--- config.mk ---
export PLATFORM = sky130hd
export DESIGN_NAME = riscv_lsu_ctrl
export DESIGN_NICKNAME = d
export VERILOG_FILES = /design/src/rtl/riscv_lsu_ctrl.sv
export SDC_FILE = /design/constraint.sdc
export NUM_CORES = 1
export LEC_CHECK = 0
export CAP_MARGIN = 10
export CORE_MARGIN = 2
export CORE_UTILIZATION = 53
export DETAILED_ROUTE_END_ITERATION = 12
export DONT_BUFFER_PORTS = 1
export PLACE_DENSITY_LB_ADDON = 0.3
export SYNTH_ARGS = -nofsm -noshare
export SYNTH_HDL_FRONTEND = slang
export SYNTH_SLANG_ARGS = --single-unit
--- constraint.sdc ---
create_clock -name clk -period 4.78 [get_ports clk]
set_clock_uncertainty 0.2 [all_clocks]
set_input_delay 0.717 -clock clk [delete_from_list [all_inputs] [get_ports clk]]
set_output_delay 0.717 -clock clk [all_outputs]
set_load 0.05 [all_outputs]
--- src/rtl/riscv_lsu_ctrl.sv ---
// rtl/riscv_lsu_ctrl.sv - load/store sequencer between the MEM stage and the data-memory bus
module riscv_lsu_ctrl #(
    parameter int WIDTH = 64
) (
    input  logic             clk,
    input  logic             rst,
    input  logic             req_valid,
    input  logic             req_write,
    input  logic [2:0]       req_func3,
    input  logic [WIDTH-1:0] req_addr,
    input  logic [WIDTH-1:0] req_wdata,
    output logic             lsu_stall,
    output logic             resp_valid,
    output logic [WIDTH-1:0] load_data,
    output logic             acc_err,
    output logic             bus_valid,
    input  logic             bus_ready,
    output logic             bus_we,
    output logic [WIDTH-1:0] bus_addr,
    output logic [WIDTH-1:0] bus_wdata,
    output logic [7:0]       bus_wstrb,
    input  logic             bus_rvalid,
    input  logic [WIDTH-1:0] bus_rdata
);

    typedef enum logic [1:0] {S_IDLE, S_REQ, S_WAIT, S_DONE} state_t;

    state_t           r_state;
    state_t           w_next;
    logic             r_write;
    logic [2:0]       r_func3;
    logic [2:0]       r_off;
    logic [WIDTH-1:0] r_addr;
    logic [WIDTH-1:0] r_wdata;
    logic [7:0]       r_wstrb;
    logic [WIDTH-1:0] r_load_data;
    logic             r_err;

    logic [2:0]       w_off;
    logic             w_misalign;
    logic             w_illegal;
    logic [7:0]       w_strb;
    logic [WIDTH-1:0] w_lane;
    logic [WIDTH-1:0] w_ext;

    assign w_off = req_addr[2:0];

    // Alignment requirement follows the access size encoded in funct3[1:0].
    always_comb begin
        w_misalign = 1'b0;
        w_strb     = 8'h00;
        case (req_func3[1:0])
            2'b00: begin w_misalign = 1'b0;        w_strb = 8'h01 << w_off; end
            2'b01: begin w_misalign = w_off[0];    w_strb = 8'h03 << w_off; end
            2'b10: begin w_misalign = |w_off[1:0]; w_strb = 8'h0F << w_off; end
            default: begin w_misalign = |w_off;    w_strb = 8'hFF;          end
        endcase
        w_illegal = w_misalign | (req_write ? req_func3[2] : (req_func3 == 3'b111));
    end

    assign w_lane = bus_rdata >> {r_off, 3'b000};

    always_comb begin
        w_ext = '0;
        case (r_func3)
            3'b000: w_ext = {{56{w_lane[7]}},  w_lane[7:0]};
            3'b001: w_ext = {{48{w_lane[15]}}, w_lane[15:0]};
            3'b010: w_ext = {{32{w_lane[31]}}, w_lane[31:0]};
            3'b011: w_ext = w_lane;
            3'b100: w_ext = {56'd0, w_lane[7:0]};
            3'b101: w_ext = {48'd0, w_lane[15:0]};
            3'b110: w_ext = {32'd0, w_lane[31:0]};
            default: w_ext = '0;
        endcase
    end

    always_ff @(posedge clk) begin
        if (rst) begin
            r_state <= S_IDLE;
        end else begin
            r_state <= w_next;
        end
    end

    always_comb begin
        w_next = r_state;
        case (r_state)
            S_IDLE:  if (req_valid) w_next = w_illegal ? S_DONE : S_REQ;
            S_REQ:   if (bus_ready) w_next = S_WAIT;
            S_WAIT:  if (bus_rvalid) w_next = S_DONE;
            S_DONE:  w_next = S_IDLE;
            default: w_next = S_IDLE;
        endcase
    end

    always_ff @(posedge clk) begin
        if (rst) begin
            r_write     <= 1'b0;
            r_func3     <= 3'd0;
            r_off       <= 3'd0;
            r_addr      <= '0;
            r_wdata     <= '0;
            r_wstrb     <= 8'h00;
            r_load_data <= '0;
            r_err       <= 1'b0;
        end else begin
            if (r_state == S_IDLE && req_valid) begin
                r_write     <= req_write;
                r_func3     <= req_func3;
                r_off       <= w_off;
                r_addr      <= {req_addr[WIDTH-1:3], 3'b000};
                r_wdata     <= req_write ? (req_wdata << {w_off, 3'b000}) : '0;
                r_wstrb     <= (req_write && !w_illegal) ? w_strb : 8'h00;
                r_load_data <= '0;
                r_err       <= w_illegal;
            end
            // Stores use rvalid only as the write acknowledge; their rdata is discarded.
            if (r_state == S_WAIT && bus_rvalid && !r_write) begin
                r_load_data <= w_ext;
            end
        end
    end

    always_comb begin
        bus_valid  = (r_state == S_REQ);
        bus_we     = bus_valid & r_write;
        bus_addr   = bus_valid ? r_addr  : '0;
        bus_wdata  = bus_valid ? r_wdata : '0;
        bus_wstrb  = bus_valid ? r_wstrb : 8'h00;
        resp_valid = (r_state == S_DONE);
        load_data  = resp_valid ? r_load_data : '0;
        acc_err    = resp_valid & r_err;
        lsu_stall  = ((r_state == S_IDLE) & req_valid) | (r_state == S_REQ) | (r_state == S_WAIT);
    end

endmodule
# After elaboration in Yosys (flattened, before gate mapping)
# Index checks and enable logic that the tools add are counted.
dict set report word_totals {
  register_bits 207
  out_inout_bits 205
}
dict set report classes {
  n_eq_ne 15
  shift 5
  n_mux 17
  bitwise_logic 6
  reduce_logical 13
}
# op n
set ops {}
lappend ops {{case mux 64 bit (7 select lines)} 1}
lappend ops {{two-way mux 64 bit} 6}
lappend ops {{left shift 64 x 6 -> 64 bit} 1}
lappend ops {{>> shifter 64 x 6 -> 64 bit} 1}
lappend ops {{case mux 8 bit (3 select lines)} 1}
lappend ops {{two-way mux 8 bit} 2}
lappend ops {{equality test 3 bit (second input constant)} 4}
lappend ops {{two-way mux 2 bit} 4}
lappend ops {{case mux 2 bit (4 select lines)} 1}
lappend ops {{left shift 1 x 3 -> 8 bit (first input constant)} 1}
lappend ops {{left shift 2 x 3 -> 8 bit (first input constant)} 1}
lappend ops {{left shift 4 x 3 -> 8 bit (first input constant)} 1}
lappend ops {{equality test 2 bit (second input constant)} 3}
lappend ops {{equality test 3 x 2 -> 1 bit (second input constant)} 2}
lappend ops {{equality test 2 x 1 -> 1 bit (second input constant)} 2}
lappend ops {{logical AND 1 bit} 4}
lappend ops {{logical NOT 2 bit} 2}
lappend ops {{inequality test 2 bit (second input constant)} 2}
lappend ops {{bitwise AND 1 bit} 3}
lappend ops {{equality test 3 x 1 -> 1 bit (second input constant)} 1}
lappend ops {{logical NOT 3 bit} 1}
lappend ops {{bitwise OR 1 bit} 3}
lappend ops {{case mux 1 bit (3 select lines)} 1}
lappend ops {{AND reduction 3 bit} 1}
lappend ops {{other kinds (6)} 7}

# Logic depth before layout (Yosys ltp)
# Gate-level depths: netlist of run 1.
dict set report logic_depth {
  depth_word 6
  depth_mapped 9
  mapped_depth_nobuf 7
}

# Worst setup path before layout of run 1
# Ideal clock, no wire load.
dict set report synth_path {
  path_type {reg2out}
  startpoint {register r_state[1]}
  endpoint {output bus_wdata[20]}
  t_arrival_ns 2.094
  required_ns 3.863
  slack_ns 1.769
  path_stages_with_launch 7
  cell_sequence {dfxtp_1 > inv_1 > ha_1 > clkbuf_1 > clkbuf_1 > clkbuf_1 > and2_1}
}
dict set report synth_between {
  elab_chain_cells 2
}
# element line
set synth_lines {}
lappend synth_lines {{start: declaration} 28} ;# state_t r_state;
lappend synth_lines {{start signal: assignment} 81} ;# r_state <= w_next;
lappend synth_lines {{equality test 2 x 1 -> 1 bit} 125} ;# bus_valid = (r_state == S_REQ);
lappend synth_lines {{net bus_valid} 16} ;# output logic bus_valid,
lappend synth_lines {{two-way mux 64 bit} 128} ;# bus_wdata = bus_valid ? r_wdata : '0;
lappend synth_lines {{end: declaration} 20} ;# output logic [WIDTH-1:0] bus_wdata,
# The timed path passes the listed nets, and every way through them passes these cells.

# Final worst setup path of run 1
dict set report layout_path {
  startpoint {register r_state[1]}
  endpoint {output bus_wdata[42]}
}
dict set report layout_between {
  elab_chain_cells 2
}
# element line
set layout_lines {}
lappend layout_lines {{equality test 2 x 1 -> 1 bit} 125}
lappend layout_lines {{two-way mux 64 bit} 128}
# No other way between the ends.

==> out/qor.txt, run 1 <==
===========================================================================================
Register clock-pin slew on the reported worst setup and hold paths                  0.06 ns
Area fraction in compound gates after synthesis                                      21.94%
Highest achievable clock rate                                                     287.4 MHz
Number of remaining DRC errors                                                            0
Headroom to the max-slew limit                                                       23.23%
Via count of the first global-routing pass                                           10,416
Clock network latency to the later pin of the worst-skew pair                       0.52 ns
Initial core utilization                                                             54.16%
Root cell of the clock tree                                                       clkbuf_16
Vias post-DR                                                                         11,226
Slew at the pin closest to its max-slew limit                                      1.152 ns
Area of the mapped netlist                                                     0.01275 sq mm
Maximum fanout along the worst path                                                     137
Worst-case clock buffer depth                                                             3
Final worst-path cycle share                                                         72.78%
Max-cap violations                                                                        0
RD Place Congestion                                                                  0.9834
Number of CTS-inserted buffers                                                           24
Sequential-to-total area share from yosys stat                                       32.50%
Post-DP HPWL                                                                      28,220 um
Worst path top cell family by delay                                             adder cells
Post-placement worst setup slack                                                   1.589 ns
Global-route wire length before repair                                            61,920 um
Endpoint class of the critical path                                              output pin
Total power divided by cell area                                               446.3 mW/mm^2
Biggest area consumer among synthesized cells                                       dfxtp_1
Routed wire per std cell                                                           23.30 um
Total iterations of the first detailed-routing run                                        6
Overall die area                                                               0.02531 sq mm
Port buffer count                                                                         0
Antenna cells                                                                             0
Share of synthesized flip-flops with an asynchronous set or reset                        0%
Critical Path Start Type                                                           register
Hold buffer count at CTS                                                                  0
Crit path setup slack, layout                                                      1.301 ns
Result of the run                                                                 completed
Worst Path Required                                                                 3.86 ns
Floorplan core area                                                            0.02354 sq mm
Leakage power summed over all cells                                             0.004627 uW
Final setup violating endpoints                                                           0
H-tree lvl count                                                                          1
Layout net count                                                                      1,623
Number of instances in the synthesized netlist                                        1,526
Remaining number of nets flagged by the antenna check after routing                       0
Share of Yosys cell area claimed by the top area cell type                           32.50%
Post-synthesis cell type count                                                           54
Count of standard-cell rows                                                              56
Main combinational cell family by area after synthesis                         simple AND/OR/NAND/NOR gates
Sum of buffers and inverters on the critical path                                         1
Critical Path AT                                                                    2.56 ns
Class of the tightest hold or removal check                                          in2reg
Cell types with the largest area share after synthesis                         dfxtp_1 (33%), and2_1 (10%), a21oi_1 (6.6%)
Kind of critical path                                                               reg2out
Fraction of layout instances using a drive strength above 1                          14.56%
Cell with the most instances after synthesis                                        nand2_1
Post-synth EDFFs                                                                          0
Area share of xor/xnor cells in the synthesized design                             0.06869%
DR vias/cell                                                                          6.422
Maximum number of pins on one net before global-route repair                            208
Tot GR Track Use                                                                     30.32%
Number of synthesis warnings                                                              0
VDD IR max                                                                        0.4059 mV
RSZ-0062 raised after global routing                                                     no
Share of synthesized cell area in and, or, nand and nor gates                        22.50%
Flip-flop cell with the highest count after synthesis                               dfxtp_1
Number of top-level design ports                                                        406
Number of antenna violations at the first check in global routing                         2
Clock tree from TritonCTS                                                               yes
Chip width                                                                         159.1 um
Mean Syn Cell Area                                                              8.355 sq um
Commonest cells in the synthesized netlist                                     nand2_1 (209), and2_1 (207), dfxtp_1 (207)
Share of cell area taken by muxes after synthesis                                    16.82%
Reg2Reg Setup Slack                                                                 1.47 ns
Register bit total from synthesis                                                       207
Post-Synth Adder-Cell Area                                                          0.9814%
Min-Delay Endpoint                                                             r_load_data[57]
Area of all placed cells without fillers                                       0.01351 sq mm
RR Endpoint                                                                    r_load_data[31]
Minimum clock period after layout                                                  3.479 ns
Cell with the biggest individual delay on the critical path                            ha_4
Post-CTS setup buffers                                                                    0
Number of gates given a new drive strength after cts                                      0
Final design utilization                                                             57.37%
Worst Min Path Start                                                                    rst
Area post-placement                                                            0.01266 sq mm
Clk sinks                                                                               207
Number of design-rule violations left by the first detailed-router iteration          1,292
Worst Reg-to-Reg Cells                                                                    6
Reg-to-reg critical path startpoint                                                r_off[1]
Crit-path cells                                                                inv_1, ha_4, and2_1
Post-route setup TNS                                                                   0 ns
Filler cells                                                                          2,126
Final Hold Fails                                                                          0
Die H                                                                              159.1 um
Synth-to-layout area growth                                                          5.928%
Max stage delay on crit path                                                        0.84 ns
Hold Path Depth                                                                           1
Drt total wl                                                                      40,730 um
Number of max-slew violations in the final report                                         0
Remaining Overflow, GRT                                                                   0
===========================================================================================
[power by group]
part	internal (uW)	total [uW]	switching (uW)
combinational	582	1970	1390
clock	1200	1950	750
sequential	1910	2110	198
[worst reg2reg max path: cells and delay by family, from the launching register on]
kind / cells / cell delay [ns]
DFF: 1 / 0.97
muxes: 2 / 0.88
and+or+nand+nor: 2 / 0.51
buffers and inverters: 1 / 0.32
AOI/OAI and AO/OA: 1 / 0.32
[registers in the layout, summed over array words and instances, names as in the netlist]
register and count:
r_load_data 64, r_wdata 64, r_addr 61, r_wstrb 8, r_func3 3, r_off 3
r_state 2, r_err 1, r_write 1
[cells by family after synthesis]
logic type,Yosys count
flip-flops,207
multiplexers,160
XOR/XNOR,1
other,1
AO/OA/AOI/OAI,412
buffers and inverters,160
adder cells (fa/ha/maj),10
AND/OR/NAND/NOR,575
[metal layers]
metal  part of all wire (%)  track usage [%]  vias to the layer above  wire, um
met5                  0.064                0                        -        26
met3                    9.2            7.528                      112      3738
met1                     42            41.08                     5377     16910
met4                    4.6            12.56                        4      1858
met2                     45            46.32                      575     18190
li1                       -                -                     5158         -
[how the worst max path moves through the flow]
stage | from | to | slack [ns] | cells past startpoint
after floorplan | r_state[1] | bus_wdata[20] | 1.77 | 6
after global placement | r_off[1] | r_load_data[31] | 1.73 | 6
after detailed placement | r_off[1] | r_load_data[31] | 1.59 | 6
after CTS | r_state[0] | acc_err | 1.28 | 2
after global routing | r_state[1] | bus_wdata[42] | 1.15 | 3
final | r_state[1] | bus_wdata[42] | 1.30 | 3
[cells in the final DEF, fill, tap and decap left out, types with 9 or more instances in the layout]
cell type  instances
nand2b_1          15
and2_1           205
mux2i_1           59
nor2b_1           14
a21oi_1          168
o21ai_0           42
a211oi_2          38
buf_4             10
o22ai_1           16
mux4_2            37
o211ai_1           9
clkbuf_16         26
nor2_1           101
a22oi_1           97
dfxtp_1          205
mux2_2            64
nand2_1          208
[per-stage QoR]
stage                     total power (uW)  hold WS, ns  std cells
after floorplan                       3771       0.2273       1528
after global placement                4043       0.2321       1705
after detailed placement              4086       0.2366       1705
after CTS                             6037      0.04618       1748
after global routing                  6305      0.04643       1748
final                                 6027      0.07370       1748
[area by class of cell]
type | count | area [sq um] | share of cell area [%]
clock buffer | 37 | 762.0 | 5.642
clock inverter | 6 | 83.83 | 0.6207
inverter | 8 | 30.03 | 0.2223
multi-input combinational | 1161 | 8004 | 59.26
sequential | 207 | 4151 | 30.74
tap | 319 | 399.1 | 2.955
timing repair buffer | 10 | 75.07 | 0.5559
No activity file was read; power rests on OpenSTA's default activity.
==> run 2, diff against run 1 <==
==> constraint.sdc (replaced) <==
create_clock -name clk -period 2.86 [get_ports clk]
set_clock_uncertainty 0.2 [all_clocks]
set_input_delay 0.429 -clock clk [delete_from_list [all_inputs] [get_ports clk]]
set_output_delay 0.429 -clock clk [all_outputs]
set_load 0.05 [all_outputs]
==> run 2 against run 1 <==
  * Wire length grew 10%
  * Largest cell class unchanged
  * Sequential share of layout area shrank 3.5 points
  * Global-route usage grew 3.0 points
  * Hold slack lost 0.055 ns
  * Non-clock buffer count grew 162
  * Clock-buffer cell count grew 3
  * Utilization grew 7.3 points
  * Highest routed layer unchanged
  * First-iteration DRC count grew 1.5%
  * Register-to-register slack lost 1.4 ns
  * Total power grew 79%
==> out/qor.txt, run 2 (synthesis gave the netlist of run 1 again) <==
===========================================================================================
Number of design-rule violations left by the first detailed-router iteration          1,311
Final design utilization                                                             64.69%
Initial core utilization                                                             54.16%
Top Registers                                                                  r_load_data: 64 flops, r_wdata: 64 flops, r_addr: 61 flops
Post-DP HPWL                                                                      28,900 um
Maximum number of pins on one net before global-route repair                            142
Maximum fanout along the worst path                                                      14
Overall die area                                                               0.02531 sq mm
Most common cell after layout, fill and taps aside                                  nand2_1
Port buffer count                                                                         0
Number of antenna violations at the first check in global routing                         2
DR vias/cell                                                                          6.415
Floorplan core area                                                            0.02354 sq mm
Die H                                                                              159.1 um
Filler cells                                                                          1,965
Number of remaining DRC errors                                                            0
H-tree lvl count                                                                          1
Kind of critical path                                                               reg2reg
Routed wire per std cell                                                           23.52 um
Remaining number of nets flagged by the antenna check after routing                       0
Class of the tightest hold or removal check                                          in2reg
Antenna cells                                                                             0
Remaining Overflow, GRT                                                                   0
Clk sinks                                                                               207
Endpoint class of the critical path                                                register
Final Hold Fails                                                                          0
Worst Path Required                                                                 3.12 ns
Result of the run                                                                 completed
Vias post-DR                                                                         12,266
Register clock-pin slew on the reported worst setup and hold paths                  0.06 ns
Slew at the pin closest to its max-slew limit                                     0.9345 ns
Headroom to the max-slew limit                                                       37.63%
Via count of the first global-routing pass                                           11,629
Number of top-level design ports                                                        406
RD Place Congestion                                                                   1.001
Minimum clock period after layout                                                  2.770 ns
Reg area                                                                       0.004154 sq mm
VDD IR max                                                                        0.6117 mV
Number of max-slew violations in the final report                                         0
Multi-input combinational cell area                                            0.008065 sq mm
Root cell of the clock tree                                                       clkbuf_16
Worst-case clock buffer depth                                                             3
Count of standard-cell rows                                                              56
Global-route wire length before repair                                            67,850 um
Clock tree from TritonCTS                                                               yes
Leakage power summed over all cells                                             0.005672 uW
Total iterations of the first detailed-routing run                                        6
Leading cell types in the layout, fill and taps excluded                       nand2_1 (207), dfxtp_1 (203), and2_1 (185)
Drt total wl                                                                      44,970 um
Total power divided by cell area                                               707.7 mW/mm^2
Final setup violating endpoints                                                           0
Max-cap violations                                                                        0
Highest achievable clock rate                                                     361.0 MHz
Tot GR Track Use                                                                     33.34%
Critical Path AT                                                                    3.03 ns
Fraction of layout instances using a drive strength above 1                          16.51%
Layout net count                                                                      1,787
Post-route setup TNS                                                                   0 ns
Final worst-path cycle share                                                         96.86%
Synth-to-layout area growth                                                          19.45%
Critical Path Start Type                                                           register
Clock network latency to the later pin of the worst-skew pair                       0.52 ns
Number of CTS-inserted buffers                                                           24
Chip width                                                                         159.1 um
===========================================================================================
==> run 2: changes by cell type in the layout (fill, tap and decap cells not counted), moves of 4 or more <==
cell           change
and2_1            -20
and2_2            +21
buf_12             +6
buf_4             +16
buf_6              +4
dlygate4sd3_1    +132
==> run 2: what timing repair did <==
item | in CTS | in global routing
cloned | 0 | 2
endpoints found under the setup margin | 106 | 189
pin swaps | 0 | 2
setup buffers | 1 | 4
gates resized for setup | 2 | 30
hold endpoints to repair | 207 | 0
hold buffers | 133 | 0
==> run 2: worst paths after layout <==
kind                                 startpoint         endpoint  slack (ns)  depth (start not counted)
worst max-delay path                   r_off[2]   r_load_data[2]        0.09                          8
worst min-delay path              bus_rdata[56]  r_load_data[56]        0.02                          2
worst min register to register  r_load_data[11]  r_load_data[11]        0.25                          2
worst max register to register         r_off[2]   r_load_data[2]        0.09                          8
==> run 2: where the power goes <==
part	total (uW)	switching, uW	internal [uW]
logic	4250	2700	1540
registers	3440	251	3190
clock network	3090	1240	1850
==> run 2: layout make-up <==
type	count	area share, %
clock buffer	40	5.143
timing repair buffer	172	11.68
clock inverter	3	0.09859
tap	319	2.621
inverter	8	0.2218
sequential	207	27.28
multi-input combinational	1163	52.96
==> run 2: per-stage QoR <==
stage | instance area, sq um | cells | setup WS [ns] | hold slack (ns) | total power, uW
finish | 15230 | 1912 | 0.08993 | 0.01835 | 10780
floorplan | 12760 | 1528 | 0.1370 | 0.2273 | 6303
CTS | 15110 | 1906 | 0.002058 | 0.006877 | 10600
global placement | 12930 | 1729 | 0.3606 | 0.2310 | 7031
global route | 15230 | 1912 | -0.004262 | 0.01468 | 11240
detailed placement | 12930 | 1729 | 0.3272 | 0.2361 | 7101
==> run 2: critical path, cell delays in order (launching register included) <==
cell and delay, ns:
dfxtp_1 0.40, buf_4 0.25, clkinvlp_4 0.32, buf_4 0.28, mux4_2 0.43, nor2_1 0.11, a21oi_1 0.05, nor2_1 0.10
dlygate4sd3_1 0.57
==> run 2: layer usage <==
layer | up-vias | track usage (%) | wire length (um)
met5 | - | 0 | 13
met4 | 2 | 14.01 | 2234
met3 | 135 | 7.867 | 4871
met2 | 765 | 52.98 | 20320
met1 | 5870 | 43.66 | 17530
li1 | 5494 | - | -
